--- src/rtl/snina_fault_response.sv ---
// Fault-response stage behind the SNI-NA multiplier.
// Clean beats go to a 1-entry valid/ready register. Faulty beats
// zero the output shares and raise the alarm. Enough faults lock the
// block until reset.
//
// state  | meaning
// RUN    | normal forwarding through the output register
// ALARM  | fault seen; beats are drained and discarded until clear_alarm
// LOCKED | fault threshold reached; only reset leaves this state
module snina_fault_response #(
  parameter int CNT_W       = 8,
  parameter int LOCK_THRESH = 4
) (
  input  logic             clk,
  input  logic             reset,
  input  logic             in_valid,
  output logic             in_ready,
  input  logic [2:0]       port_c_0,
  input  logic [2:0]       port_c_1,
  input  logic [2:0]       port_c_2,
  input  logic             port_errorFlag_0,
  input  logic             port_errorFlag_1,
  input  logic             port_errorFlag_2,
  input  logic             clear_alarm,
  input  logic             out_ready,
  output logic             out_valid,
  output logic [2:0]       port_q_0,
  output logic [2:0]       port_q_1,
  output logic [2:0]       port_q_2,
  output logic             alarm,
  output logic             locked,
  output logic             overflow,
  output logic [CNT_W-1:0] fault_cnt
);

  typedef enum logic [1:0] {RUN, ALARM, LOCKED} state_t;

  localparam logic [CNT_W-1:0] CNT_MAX = '1;
  localparam logic [CNT_W-1:0] THRESH  = CNT_W'(LOCK_THRESH);

  state_t           state, state_nxt;
  logic             fault;
  logic             accept;
  logic             lock_hit;
  logic [CNT_W-1:0] cnt_nxt;

  // Fault detection, handshake and saturating count are pure functions of inputs and state.
  always_comb begin
    fault    = in_valid & ~(port_errorFlag_0 & port_errorFlag_1 & port_errorFlag_2);
    in_ready = (state == RUN) ? (~out_valid | out_ready) : 1'b1;
    accept   = (state == RUN) & in_valid & in_ready & ~fault;
    cnt_nxt  = (fault && (fault_cnt != CNT_MAX)) ? fault_cnt + 1'b1 : fault_cnt;
    // Once the post-increment count reaches the threshold we lock; this
    // wins over both the alarm transition and a simultaneous clear.
    lock_hit = fault & (cnt_nxt >= THRESH);
  end

  // Next-state selection.
  always_comb begin
    state_nxt = state;
    unique case (state)
      RUN: begin
        if (lock_hit)   state_nxt = LOCKED;
        else if (fault) state_nxt = ALARM;
      end
      ALARM: begin
        if (lock_hit)                 state_nxt = LOCKED;
        else if (clear_alarm & ~fault) state_nxt = RUN;
      end
      LOCKED: state_nxt = LOCKED;
      default: state_nxt = RUN;
    endcase
  end

  // State register.
  always_ff @(posedge clk or negedge reset) begin
    if (!reset) state <= RUN;
    else        state <= state_nxt;
  end

  // Output register, sticky overflow and fault counter. Each port_q_i only
  // ever loads its own port_c_i or zero, keeping the share domains apart.
  always_ff @(posedge clk or negedge reset) begin
    if (!reset) begin
      out_valid <= 1'b0;
      port_q_0  <= 3'd0;
      port_q_1  <= 3'd0;
      port_q_2  <= 3'd0;
      overflow  <= 1'b0;
      fault_cnt <= '0;
    end else begin
      fault_cnt <= cnt_nxt;
      if (in_valid & ~in_ready & ~fault) overflow <= 1'b1;
      if ((state != RUN) || fault) begin
        out_valid <= 1'b0;
        port_q_0  <= 3'd0;
        port_q_1  <= 3'd0;
        port_q_2  <= 3'd0;
      end else if (accept) begin
        out_valid <= 1'b1;
        port_q_0  <= port_c_0;
        port_q_1  <= port_c_1;
        port_q_2  <= port_c_2;
      end else if (out_valid & out_ready) begin
        out_valid <= 1'b0;
      end
    end
  end

  assign alarm  = (state != RUN);
  assign locked = (state == LOCKED);

endmodule

--- config.mk ---
export PLATFORM = sky130hd
export DESIGN_NAME = snina_fault_response
export DESIGN_NICKNAME = d
export VERILOG_FILES = /design/src/rtl/snina_fault_response.sv
export SDC_FILE = /design/constraint.sdc
export NUM_CORES = 1
export LEC_CHECK = 0
export BUFFER_PORTS_ARGS = -buffer_cell sky130_fd_sc_hd__buf_2
export CAP_MARGIN = 20
export CELL_PAD_IN_SITES_DETAIL_PLACEMENT = 1
export CELL_PAD_IN_SITES_GLOBAL_PLACEMENT = 2
export CORE_UTILIZATION = 31
export CTS_CLUSTER_DIAMETER = 80
export DETAILED_ROUTE_END_ITERATION = 10
export PLACE_DENSITY_LB_ADDON = 0.1
export SYNTH_ARGS = -nofsm -noshare
export SYNTH_HDL_FRONTEND = slang
export SYNTH_SLANG_ARGS = --single-unit
--- constraint.sdc ---
create_clock -name clk -period 2.84 [get_ports clk]
set_input_delay 0.568 -clock clk [delete_from_list [all_inputs] [get_ports clk]]
set_output_delay 0.568 -clock clk [all_outputs]
set_load 0.05 [all_outputs]
# == Word level (Yosys, flattened, before mapping) ==
# Index checks and enable logic that the tools add are counted.
# totals
ff_bits,21
input_bits,17
wordCells,53
# op_classes
n_addsub,1
magnitude_cmp,1
n_eq_ne,5
n_mux,16
bitwise,16
reduce_logical,7
# ops
cell,count
3-bit two-way mux,6
1-bit bitwise AND,11
"8-bit by 1-bit adder with 8-bit output, second input constant",1
"8-bit by 3-bit greater-or-equal comparator with 1-bit output, second input constant",1
2-bit two-way mux,4
8-bit two-way mux,1
"8-bit != test, second input constant",1
"3-bit != test, second input constant",2
2-bit one-hot mux with 3 select lines,1
1-bit two-way mux,4
1-bit inverter,4
2-bit nonzero test,2
3-bit nonzero test,1
"2-bit by 1-bit == test with 1-bit output, second input constant",1
"2-bit == test, second input constant",1
2-bit logical NOT,1
2-bit AND reduction,1
1-bit logical AND,1
1-bit logical OR,1
1-bit OR,1

# == Depth between registers and ports, before layout ==
# depth
word_depth,10
ltp_mapped,6
depth_no_buf,6

# == Worst setup path before layout ==
# No wires, ideal clock.
# synth_timing
path_kind,flip-flop to flip-flop
from,register fault_cnt[0]
to,register state[1]
setup_ps,129
arrival_time_ps,2013
required_time_ps,2711
setup_slack_ps,697
path_stages_with_launch,7
period_less_slack_ps,2143
path_cell_list,dfrtp_1 > ha_1 > nand3_1 > o211ai_2 > nor2_2 > xor2_1 > o41a_1
# synth_via
elab_chain_cells,7
word_cells_on_any_way,12
cone_classes,add/sub: 1; order compare: 1; eq/ne: 3; mux: 4; bitwise: 1; reduce/logical: 2
# synth_rtl
element,line_no,rtl
from (decl),33,output logic [CNT_W-1:0] fault_cnt
from (signal assigned),92,fault_cnt <= cnt_nxt;
"parallel branches: the longest is 2 deep, another holds 8-bit by 1-bit adder with 8-bit output",--,
8-bit two-way mux *,52,cnt_nxt = (fault && (fault_cnt != CNT_MAX)) ? fault_cnt + 1'b1 : fault_cnt;
net cnt_nxt[3],45,logic [CNT_W-1:0] cnt_nxt;
8-bit by 3-bit greater-or-equal comparator with 1-bit output *,55,lock_hit = fault & (cnt_nxt >= THRESH);
1-bit bitwise AND *,55,
2-bit two-way mux (tied with other cells),67,if (lock_hit) state_nxt = LOCKED;
2-bit one-hot mux with 3 select lines / 2-bit AND reduction (equally long branches),--,
to (signal assigned),78,else state <= state_nxt;
to (decl),41,"state_t state, state_nxt;"
# Mark *: on every way through the listed nets, which the timed path passes.
# A chain may end at the register's enable or synchronous reset.

# == Worst setup path in the final report ==
# Ends and elaborated chain as after synthesis.

==> qor.yml <==
status: "finished, final reports clean"
hold_violations: 0
clockRootBuffer: "clkbuf_4"
setup_viol: 0
hold_class: "in -> async"
fin_crit_sh_pct: 69.1
grt_pass1_vias: 891
synth-compound-area-share_pct: 7.54
rsz0062_at_grt: "no"
synth_cell_type_count: 33
drc: 0
viasPerCell: 4.76
synth_fa_ha_area_share_pct: 1.20
portBuffers: 38
antenna_found_initial: 0
avgSynthCellArea_um2: 10.6
powerDensity_mw_per_mm2: 967
num_rows: 20
synth_xor_area_share_pct: 4.19
cts_resized: 0
synth-seq-cells: 21
fin_area_mm2: 0.00130
synth_nets: 117
clockBufferDepth: 2
ctsHoldBuffers: 0
die_height_um: 60.1
cts_tree: "built"
dp_hpwl_mm: 1.81
synth_top_area_share_pct: 50.3
nNetsFinal: 158
cts_max_level: 1
core-area_mm2: 0.00313
top_layer: "met4"
synth_area_leaders: "dfrtp_1, mux2i_1, nor2_1"
slew_headroom_pct: 62.3
wl_per_cell_um: 12.9
clk_pin_slew_ps: 110
vias: 871
endpoint_kind: "flop"
wl_met2_mm: 1.09
grt_pass1_wl_mm: 4.13
dpl_worst_slack_ps: 792
cts_made_buffers: 3
drive_above_1_share_pct: 34.5
startpoint_type: "flop"
min_period_ps: 1960
fin_ws_ps: 876
ant_nets: 0
yosysTopAreaCell: "dfrtp_1"
synth_top_family_by_area: "simple AND/OR/NAND/NOR gates"
syn-instance-count: 99
drv_slew: 0
critPathArrivalTime_ps: 2150
grt_max_degree: 22
p_total_w: 0.00126
synthArstFlopShare_pct: 100
wl_met1_mm: 1.10
required_ps: 3020
io_pins: 39
grt_overflow: 0
antenna_cells: 0
yosysWarningCount: 0
ir_drop_mv: 0.452
path_class: "reg -> reg"
track_usage_pct: 15.6
wl_met3_um: 152
tightest_slew_ps: 565
cts_setup_buffers: 0
place_area_mm2: 0.00128
cap_violations: 0
hold_slack_ps: 204
yosys.area_share.simple_pct: 23.8
fin_skew_ps: 1.21
drt-pass1-iter-count: 2
die_w_um: 60.1
drt_wl_total_mm: 2.36
gp_congestion: 0.805
synthFlopType: "dfrtp_1"
insertion_delay_ps: 290
synth-edff-count: 0
fmaxAchievable_mhz: 509
ys_seq_area_share_pct: 50.3
drtIter0Drc: 30
die-area_mm2: 0.00361
p_leak_nw: 0.701
worstPathMaxFanout: 7
netlist_area_mm2: 0.00104
cts_sinks: 21
tns_ps: 0
syn_to_final_growth_pct: 24.8
initial_core_util_pct: 33.4
synthMuxAreaShare_pct: 10.7
==> critical path: stages (launching register included) <==
cell,delay (ps)
dfrtp_1,480
ha_1,280
nand3_1,110
o211ai_2,300
nor2_2,90
xor2_1,170
o41a_1,430
==> synthesized netlist by cell type (2+ instances only) <==
cell type  number
mux2i_1        10
nand2_1         9
xnor2_1         3
nand4_1         2
nand3_1         5
nand2b_1        3
inv_1           3
and4_1          3
dfrtp_1        21
xor2_1          2
and2b_2         2
nor2_1         15
==> placed cells by master, fill, tap and decap left out, types with 2 or more instances in the layout <==
cell	instances
mux2i_1	10
buf_2	38
inv_1	3
nand3_1	5
nand4_1	2
nand2b_1	3
nor2_1	15
clkbuf_4	3
xnor2_1	3
and2b_2	2
dfrtp_1	21
nand2_1	9
xor2_1	2
and4_1	3
==> power breakdown <==
part / internal [W] / switching (W) / leakage [nW]
registers: 0.000375 / 0.000105 / 0.276
clock network: 0.0000546 / 0.0000818 / 0.0150
logic: 0.000176 / 0.000469 / 0.410
total: 0.000606 / 0.000655 / 0.701
==> sequential cells by signal (all words and copies together), names as in the netlist <==
| name | cells |
|---|---|
| fault_cnt | 8 |
| port_q_0 | 3 |
| port_q_1 | 3 |
| port_q_2 | 3 |
| state | 2 |
| out_valid | 1 |
| overflow | 1 |
==> area by class of cell <==
cell class / instances / area [um^2]
flip-flops and latches: 21 / 526
well taps: 44 / 55.1
clock buffers: 4 / 26.3
repair buffers: 38 / 190
multi-input cells: 73 / 495
inverters: 3 / 11.3
fillers: 380 / 1820
==> logic make-up after synthesis <==
group	Yosys count
buffers and inverters	5
multiplexers	11
flip-flops	21
AO/OA/AOI/OAI	9
adder cells (fa/ha/maj)	1
XOR/XNOR	5
AND/OR/NAND/NOR	47
==> through the flow <==
stage	instances	utilization [%]
after floorplan	99	-
after global placement	179	40.8
after detailed placement	179	40.8
after CTS	183	41.7
after global routing	183	41.7
final	183	41.7
==> metal layers <==
layer  vias to the layer above  track usage, %
met2                        28            26.3
li1                        428               -
met3                         2            4.55
met1                       413            19.7
met4                         0            2.99
met5                         -               0
==> final timing paths <==
kind	slack, ps	cells after the start	end	start
max	880	6	state[1]	fault_cnt[0]
min	200	1	state[0]	reset
max reg2reg	880	6	state[1]	fault_cnt[0]
min reg2reg	480	1	overflow	overflow
max in group asynchronous	2320	1	fault_cnt[6]	reset
min in group clk	480	1	overflow	overflow
No activity file was read; power rests on OpenSTA's default activity.
